File: src/rtl/seq_detect_param.sv
// -----------------------------------------------------------------------------
// seq_detect_param
//
// Serial bit-pattern detector. The pattern is PAT_W bits wide and can be
// reloaded at runtime. The detector provides:
//   - a combinational Mealy output,
//   - a registered Moore output,
//   - a saturating match counter.
// Overlapping or non-overlapping detection is selected per accepted sample.
// The first bit received is compared with the MSB of the pattern.
//
// Ports
//   clk       : rising-edge clock
//   reset     : synchronous, active-low reset
//   en        : sample strobe; x is consumed only when en=1
//   x         : serial data bit
//   pat_in    : new pattern (MSB = first bit received)
//   pat_load  : latch pat_in; takes priority over en, and x is discarded
//   overlap   : 1 = overlapping detection, 0 = non-overlapping
//   clr_cnt   : clear the match counter (to 1 if a match occurs this cycle)
//   y_mealy   : combinational match; the current x completes the pattern
//   y_moore   : registered match flag for the last accepted sample
//   match_cnt : saturating count of matches
// -----------------------------------------------------------------------------
module seq_detect_param #(
   parameter int               PAT_W   = 4,
   parameter logic [PAT_W-1:0] PAT_RST = 4'b1101,
   parameter int               CNT_W   = 8
) (
   input  logic             clk,
   input  logic             reset,
   input  logic             en,
   input  logic             x,
   input  logic [PAT_W-1:0] pat_in,
   input  logic             pat_load,
   input  logic             overlap,
   input  logic             clr_cnt,
   output logic             y_mealy,
   output logic             y_moore,
   output logic [CNT_W-1:0] match_cnt
);

   localparam int               FILL_W   = $clog2(PAT_W);
   localparam logic [FILL_W-1:0] FILL_MAX = FILL_W'(PAT_W - 1);

   logic [PAT_W-1:0]  hist_q, hist_d;
   logic [FILL_W-1:0] fill_q, fill_d;
   logic [PAT_W-1:0]  pat_q, pat_d;
   logic              moore_q, moore_d;
   logic [CNT_W-1:0]  cnt_q, cnt_d;

   logic [PAT_W-1:0]  cand;
   logic              match;

   // Only PAT_W-1 history bits are needed: the current x completes the window.
   // fill counts the valid history bits, so a match can only occur once
   // PAT_W-1 fresh samples precede x.
   assign cand  = {hist_q[PAT_W-2:0], x};
   assign match = en & ~pat_load & reset & (fill_q == FILL_MAX) & (cand == pat_q);

   assign y_mealy   = match;
   assign y_moore   = moore_q;
   assign match_cnt = cnt_q;

   always_comb begin
      hist_d  = hist_q;
      fill_d  = fill_q;
      pat_d   = pat_q;
      moore_d = moore_q;
      cnt_d   = cnt_q;

      if (pat_load) begin
         pat_d   = pat_in;
         fill_d  = '0;
         hist_d  = '0;
         moore_d = 1'b0;
      end else if (en) begin
         hist_d = cand;
         // Non-overlapping mode discards the history after a match, so the
         // next match needs PAT_W fresh samples.
         if (match && !overlap) begin
            fill_d = '0;
         end else if (fill_q != FILL_MAX) begin
            fill_d = fill_q + 1'b1;
         end
         moore_d = match;
      end

      // If a clear coincides with a match, the match is still counted.
      if (clr_cnt) begin
         cnt_d = CNT_W'(match);
      end else if (match && (cnt_q != {CNT_W{1'b1}})) begin
         cnt_d = cnt_q + 1'b1;
      end
   end

   always_ff @(posedge clk) begin
      if (!reset) begin
         hist_q  <= '0;
         fill_q  <= '0;
         pat_q   <= PAT_RST;
         moore_q <= 1'b0;
         cnt_q   <= '0;
      end else begin
         hist_q  <= hist_d;
         fill_q  <= fill_d;
         pat_q   <= pat_d;
         moore_q <= moore_d;
         cnt_q   <= cnt_d;
      end
   end

endmodule

File: config.mk
export PLATFORM = sky130hd
export DESIGN_NAME = seq_detect_param
export DESIGN_NICKNAME = d
export VERILOG_FILES = /design/src/rtl/seq_detect_param.sv
export SDC_FILE = /design/constraint.sdc
export NUM_CORES = 1
export LEC_CHECK = 0
export ABC_AREA = 1
export CORE_MARGIN = 5
export CORE_UTILIZATION = 30
export CTS_CLUSTER_DIAMETER = 50
export DETAILED_ROUTE_END_ITERATION = 8
export DONT_BUFFER_PORTS = 1
export PLACE_DENSITY = 0.45
export SLEW_MARGIN = 0
export SYNTH_ARGS = -nofsm -noshare
export SYNTH_HDL_FRONTEND = slang
export SYNTH_SLANG_ARGS = --single-unit
File: constraint.sdc
create_clock -name clk -period 2.8 [get_ports clk]
set_input_delay 0.14 -clock clk [delete_from_list [all_inputs] [get_ports clk]]
set_output_delay 0.14 -clock clk [all_outputs]
set_load 0.05 [all_outputs]
### Word level (Yosys, flattened, before mapping)

Cells that the tools add are included.

* add/sub/neg operators: 2
* eq/ne operators: 4
* multiplexer cells: 4
* bitwise gates (word level): 6
* reduce and logical (&&, ||, !) cells: 8

Operator list (number)
* $add 8x1->8 const B: 1
* $ne 8x8->1 const B: 1
* $and 1x1->1: 4
* $eq 4x4->1: 1
* $mux 2: 2
* $reduce_bool 2->1: 2
* $reduce_or 2->1: 2
* $add 2x1->2 const B: 1
* $eq 2x2->1 const B: 1
* $logic_and 1x1->1: 2
* $mux 1: 2
* $ne 2x2->1 const B: 1
* $not 1->1: 2
* $reduce_and 2->1: 1
* $logic_not 1->1: 1

* bits in registers: 18
* input bits: 11
* output and inout port bits: 10
* logic and storage cells: 30

### Depth between registers and ports, before layout

Gate-level depths: netlist (run 1).

* depth after elaboration: 8
* depth in mapped cells: 10
* gate-level depth less buffers: 10

### Worst setup path after synthesis (run 1)

OpenSTA, ideal clock, no wires.

* path kind: reg2reg
* start: register cnt_q[1] (netlist: match_cnt[1])
* end: register cnt_q[2] (netlist: match_cnt[2])
* setup time: 120 ps
* arrival time: 1549 ps
* required time: 2680 ps
* slack: 1132 ps
* stages on the path, launching flop included: 9
* clock period less this slack: 1668 ps
* cell sequence: dfxtp_1 > ha_1 > inv_1 > nor2_1 > nand2_1 > nand3_4 > clkinv_4 > nand2_1 > a21oi_1

* longest elaborated chain between the ends: 2
* elaborated cells on any way between the ends: 3
* those cells by class: add/sub (1); eq/ne (1); reduce/logical (1)

RTL lines
* start: declaration: RTL line 50 `logic [CNT_W-1:0] cnt_q, cnt_d;`
* start signal: assignment: RTL line 109 `cnt_q <= cnt_d;`
* branches (longest 2 deep; another with $add 8x1->8)

Several ways; the timed one is not identified.
A chain may end at the register's enable or synchronous reset.

### Worst setup path in the final report (run 1)

* start: input pat_load
* end: output y_mealy

* longest elaborated chain between the ends: 5

RTL lines
* start: declaration: RTL line 35 `input logic pat_load,`
* $not 1->1: RTL line 59 `assign match = en & ~pat_load & reset & (fill_q == FILL_MAX) & (cand == pat_q);`
* $and 1x1->1 (4 in a row): RTL line 59
* end: declaration: RTL line 38 `output logic y_mealy,`

Every way passes these cells.

==> summary.txt, run 1 <==
Placement
  • Dpl hpwl: 1.70 mm
  • Post-DP Area: 0.00112 mm2
  • Setup slack at placement: 1.15 ns
  • Placer Congestion: 0.762
  • I/O Buffers: 0

GRT
  • Vias in the first global route: 970
  • Gr usage total: 10.6%
  • Gr ovfl total: 0
  • Global-route wire length before repair: 4.23 mm
  • Largest net degree at the start of global routing: 11
  • Initial antenna violation count: 0

Timing
  • Clock Skews: 0.00209 ns
  • Endpoints failing setup: 0
  • Slew @ Worst Pin: 0.625 ns
  • Worst slew margin: 58.3%
  • Final period util: 68.1%
  • Slew Viols, Final: 0
  • RSZ-0062 raised after global routing: no
  • Final Critical Period: 1.91 ns
  • Setup tns final: 0 ns
  • Final Hold Fails: 0
  • Peak Freq: 525 MHz
  • Setup ws final: 0.894 ns

Critical path
  • Setup crit end: y_mealy
  • R2R setup slack: 1.12 ns
  • Startpoint type of the worst setup path: primary input
  • Worst path required time: 2.66 ns
  • R2R depth: 7
  • Maximum fanout along the worst path: 8
  • Critical path class: primary input to output pin
  • Reg-to-reg startpoint: match_cnt[2]
  • Critical path startpoint: pat_load
  • Reg2Reg Capture Point: match_cnt[7]
  • Crit path capture type: output pin
  • Crit path DAT: 1.77 ns

Synthesis
  • Seq/Total Area, Yosys: 33.9%
  • Ys async rst share: 0%
  • Post-Syn Instances: 147
  • Syn_area_per_cell: 7.23 um2
  • Mapped Nets: 160
  • Synth unique cells: 26
  • EDFF count, synth: 0
  • Mapped Area: 0.00106 mm2
  • Ys Warns: 0
  • Number of synthesized register bits: 18
  • Most used DFF post-synth: dfxtp_1

Outcome
  • Status: finished, final reports clean

CTS
  • Sink Count: 18
  • CTS HTree Levels: 1
  • Clk Latency, worst-skew pair: 0.30 ns
  • Cts hold-fix bufs: 8
  • Clock root buffer: clkbuf_4
  • Max Buffers Root-to-Sink: 2
  • CTS resizes: 0
  • CTS buffer count: 3
  • Clock slew at reported path FFs: 0.11 ns
  • Post-CTS setup buffers: 0
  • CTS tree: yes

Power and ir drop
  • Max VDD drop: 304 uV
  • Net switching power: 0.125 mW
  • Pwr dens: 394 mW/mm2
  • Gate power share: 12.5%
  • Sequential Power Share: 54.1%
  • P_leak: 0.573 nW
  • Switching Share: 25.5%
  • Clock power frac: 33.4%
  • Internal: 0.367 mW

Final layout
  • Most common cell after layout, fill and taps aside: nand2_1
  • Fin util: 36.9%
  • Layout area overhead: 17.7%
  • FF/Latch Area: 360 um2
  • Most frequent cells in the layout: nand2_1 (37), dfxtp_1 (18), inv_1 (17)
  • Area of the multi-input gates: 594 um2
  • Share of cells above drive strength 1: 14.9%
  • Post-route cell area: 0.00125 mm2
  • Nets: 175
  • Diode count: 0
  • Fill cells: 363

Floorplanning
  • CORE AREA: 0.00339 mm2
  • Die height: 69.5 um
  • # rows: 21
  • DIE WIDTH: 69.5 um
  • Initial Util: 31.3%
  • Ports: 21
  • Die area: 0.00483 mm2

Route
  • Number of DRC markers in iteration 0: 40
  • WL final: 2.19 mm
  • Pre-Repair DR Iteration Count: 4
  • Antenna-violating nets left: 0
  • Drt wl/cell: 10.6 um
  • Drt via density: 4.54
  • DRC: 0
  • DR vias: 939

Min path
  • Worst Hold Class: primary input to register

Job
  • Max-cap viol count: 0
per-layer routing:
metal,vias up,global-route usage [%],wire length [um]
li1,494,-,-
met1,414,10.6,875
met2,26,19.2,1090
met3,5,5.51,199
met4,0,2.60,22
met5,-,0,0
cell families (layout without fill, tap and decap cells):
kind of cell	count (synthesis)	after routing	synth area share [%]
AOI/OAI and AO/OA	23	23	11.1
xor gates and xnor gates	6	6	4.95
adders and majority gates	2	2	2.36
buffers and inverters	23	37	10.1
DFF	18	18	33.9
and+or+nand+nor	75	75	37.6
stage by stage:
step                total power, mW  instances  hold slack [ns]
finish                        0.493        207           0.0199
global route                  0.531        207           0.0209
CTS                           0.503        206          0.00138
detailed placement            0.321        194            0.234
global placement              0.321        194            0.232
floorplan                     0.319        147            0.238
layout make-up:
type	instances	share of cell area (%)
sequential	18	28.8
clock buffer	4	2.90
timing repair buffer	12	9.01
inverter	21	7.11
multi-input combinational	106	47.5
tap	46	4.60
power by group through the flow:
stage                     sequential, mW  combinational (mW)  clock (mW)
after floorplan                    0.272              0.0473           0
after global placement             0.272              0.0483           0
after detailed placement           0.273              0.0489           0
after CTS                          0.267              0.0608       0.175
after global routing               0.268              0.0719       0.191
final                              0.267              0.0617       0.164
worst max-delay path, stage by stage:
cell           delay, ns
dlygate4sd3_1       0.70
nor2_8              0.23
nand2_1             0.07
nor2_1              0.12
and3_1              0.49
sequential cells by signal, indices dropped and copies added, names as in the netlist:
name	flops
fill_q	2
hist_q	3
match_cnt	8
pat_q	4
y_moore	1
how the worst min path moves through the flow:
stage	startpoint	slack, ns	depth (start not counted)	endpoint
final	en	0.02	3	fill_q[0]
after global routing	reset	0.02	2	pat_q[1]
after CTS	en	0.001	2	hist_q[1]
after detailed placement	en	0.23	1	hist_q[2]
after global placement	en	0.23	1	hist_q[2]
after floorplan	reset	0.24	2	match_cnt[0]
cells in the mapped netlist (2+ instances only):
cell	count	area [um2]
nor2_8	3	60.1
dfxtp_1	18	360
a21oi_1	15	75.1
nor2_1	13	48.8
inv_1	17	63.8
nand3_1	6	30.0
inv_2	2	7.51
o21ai_0	7	35.0
nand2_1	37	139
nor3_1	2	10.0
nand4_1	3	18.8
xor2_1	5	43.8
ha_1	2	25.0
nand2_2	5	31.3
(Power assumes the default switching activity.)
==> run 2: changes to the inputs <==
==> constraint.sdc (replaced) <==
create_clock -name clk -period 1.99 [get_ports clk]
set_input_delay 0.0995 -clock clk [delete_from_list [all_inputs] [get_ports clk]]
set_output_delay 0.0995 -clock clk [all_outputs]
set_load 0.05 [all_outputs]
==> run 2 against run 1 <==
Utilization increased by 1.1 points. Non-clock buffer count increased by 5. Register-to-register slack got worse by 0.59 ns. Power increased by 40%. Design area increased by 3.0%. Critical path type unchanged. Largest cell class unchanged.
==> summary.txt, run 2 (synthesis gave the netlist of run 1 again) <==
Outcome
  • Status: finished, final reports clean

Power and ir drop
  • Power, Total: 0.688 mW (+40%)
  • Max VDD drop: 279 uV (-8.2%)
  • Switching Share: 25.0% (-0.47 points)
  • Sequential Power Share: 54.6% (+0.5 points)
  • Internal: 0.516 mW (+40%)
  • Gate power share: 12.6% (about the same)
  • Net switching power: 0.172 mW (+37%)
  • Clock power frac: 32.8% (-0.6 points)
  • Pwr dens: 534 mW/mm2 (+36%)
  • P_leak: 0.603 nW (+5.2%)

Timing
  • Final period util: 92.9%
  • Final Hold Fails: 0 (unchanged)
  • RSZ-0062 raised after global routing: no
  • Final Critical Period: 1.85 ns
  • Worst slew margin: 65.7% (+7.4 points)
  • Slew Viols, Final: 0 (unchanged)
  • Slew @ Worst Pin: 0.514 ns (-0.111 ns)
  • Peak Freq: 541 MHz
  • Setup tns final: 0 ns (unchanged)
  • Endpoints failing setup: 0 (unchanged)
  • Clock Skews: 0.00460 ns (+0.00251 ns)

Critical path
  • Crit path largest cell delay: 0.70 ns (about the same)
  • Reg2Reg Capture Point: fill_q[0]
  • Cell-by-cell trace of the critical path: dlygate4sd3_1, nor2_8, nand2_1, nor2_1, and3_1
  • Worst path required time: 1.89 ns (-0.77 ns)
  • Cell family with most CP delay: simple AND/OR/NAND/NOR gates
  • Buf/Inv on CP: 1 (unchanged)
  • R2R depth: 8 (+1)
  • Reg-to-reg startpoint: fill_q[0]
  • Critical path class: primary input to output pin
  • R2R setup slack: 0.53 ns (-0.59 ns)
  • Crit path DAT: 1.75 ns (-0.02 ns)
  • Startpoint type of the worst setup path: primary input
  • Slowest-stage cell, CP: dlygate4sd3_1
  • Maximum fanout along the worst path: 9 (+1)
  • Crit path capture type: output pin

CTS
  • Clock root buffer: clkbuf_4
  • Clock slew at reported path FFs: 0.11 ns (about the same)
  • Sink Count: 18 (unchanged)
  • CTS HTree Levels: 1 (unchanged)
  • CTS tree: yes
  • Max Buffers Root-to-Sink: 2 (unchanged)
  • CTS buffer count: 3 (unchanged)
  • Clk Latency, worst-skew pair: 0.29 ns (about the same)

Min path
  • Worst Hold Class: primary input to register
  • Worst hold stages: 2 (-1)
  • HP Start: x
  • Hold-critical path endpoint: hist_q[0]

GRT
  • Vias in the first global route: 948 (-2.3%)
  • Gr usage total: 9.96% (-0.64 points)
  • Routing usage on met3: 3.33% (-2.2 points)
  • Met1 Use GR: 11.1% (+0.50 points)
  • Global-route wire length before repair: 3.99 mm (-5.7%)
  • GRT Max-Usage Layer: met2
  • Met2 Use GR: 17.6% (-1.6 points)
  • Gr ovfl total: 0 (unchanged)
  • Largest net degree at the start of global routing: 11 (unchanged)
  • Initial antenna violation count: 0 (unchanged)

Placement
  • Dpl hpwl: 1.78 mm (+4.6%)
  • I/O Buffers: 0 (unchanged)
  • Placer Congestion: 0.719 (-5.6%)

Final layout
  • Most frequent cells in the layout: nand2_1 (37), dfxtp_1 (18), inv_1 (17)
  • Max reg flops: 8 (unchanged)
  • Layout area overhead: 21.2%
  • Diode count: 0 (unchanged)
  • Most common cell after layout, fill and taps aside: nand2_1
  • Share of cells above drive strength 1: 17.5% (+2.6 points)
  • Nets: 180 (+2.9%)

Floorplanning
  • CORE AREA: 0.00339 mm2 (unchanged)
  • DIE WIDTH: 69.5 um (unchanged)
  • Die area: 0.00483 mm2 (unchanged)
  • Ports: 21 (unchanged)
  • Initial Util: 31.3% (unchanged)
  • # rows: 21 (unchanged)
  • Die height: 69.5 um (unchanged)

Route
  • Drt wl/cell: 10.5 um (-0.84%)
  • Number of DRC markers in iteration 0: 23 (-43%)
  • Drt via density: 4.45 (-1.9%)
  • Pre-Repair DR Iteration Count: 2 (-2)
  • DRC: 0 (unchanged)
  • DR vias: 943 (+0.43%)
  • Antenna-violating nets left: 0 (unchanged)
  • WL final: 2.22 mm (+1.6%)

Job
  • Max-cap viol count: 0 (unchanged)
[run 2: cell type report]
class	count	area, um2
Sequential cell	18	360
Multi-Input combinational cell	106	594
Timing Repair Buffer	17	150
Fill cell	372	2100
Tap cell	46	57.6
Clock buffer	4	36.3
Inverter	21	88.8
[run 2: per-layer routing]
layer	wire length, um	up-vias	share of wire (%)
met4	14	0	0.63
li1	-	508	-
met2	1140	14	51
met1	972	419	44
met5	0	-	0
met3	99	2	4.5
[run 2: how the worst max path moves through the flow]
stage | start | to | slack (ns) | depth (start not counted)
floorplan | match_cnt[1] | match_cnt[2] | 0.32 | 8
global placement | fill_q[0] | y_mealy | 0.62 | 4
detailed placement | fill_q[0] | y_mealy | 0.53 | 4
CTS | pat_load | y_mealy | 0.11 | 5
global route | fill_q[0] | y_mealy | 0.03 | 4
finish | pat_load | y_mealy | 0.14 | 5
[run 2: worst register-to-register path, cell delays in order, from the launching register on]
cell and delay [ns]:
dfxtp_1 0.38, ha_1 0.27, nand2_1 0.09, a21oi_1 0.17, nand4_1 0.14, nand2_1 0.13, nand3_1 0.08, nand2_1 0.07
nor2_1 0.04
[run 2: what timing repair did]
item,4_1_cts,5_1_grt
setup buffers,0,0
resized for setup,0,0
hold buffers,9,0
hold endpoints to repair,12,0
[run 2: power groups by stage]
stage / registers, mW / clock network [mW] / logic [mW]
floorplan: 0.382 / 0 / 0.0665
global placement: 0.383 / 0 / 0.0686
detailed placement: 0.384 / 0 / 0.0687
CTS: 0.376 / 0.246 / 0.0881
global route: 0.377 / 0.260 / 0.0986
finish: 0.375 / 0.226 / 0.0870
[run 2: per-stage QoR]
step	worst slack [ns]	util, %	hold WS, ns	cells	area (um2)
floorplan	0.322	-	0.197	147	1060
global placement	0.619	34.3	0.192	199	1160
detailed placement	0.534	34.3	0.196	199	1160
CTS	0.113	38.0	0.00415	212	1290
global route	0.0272	38.0	0.00115	212	1290
finish	0.140	38.0	0.0127	212	1290
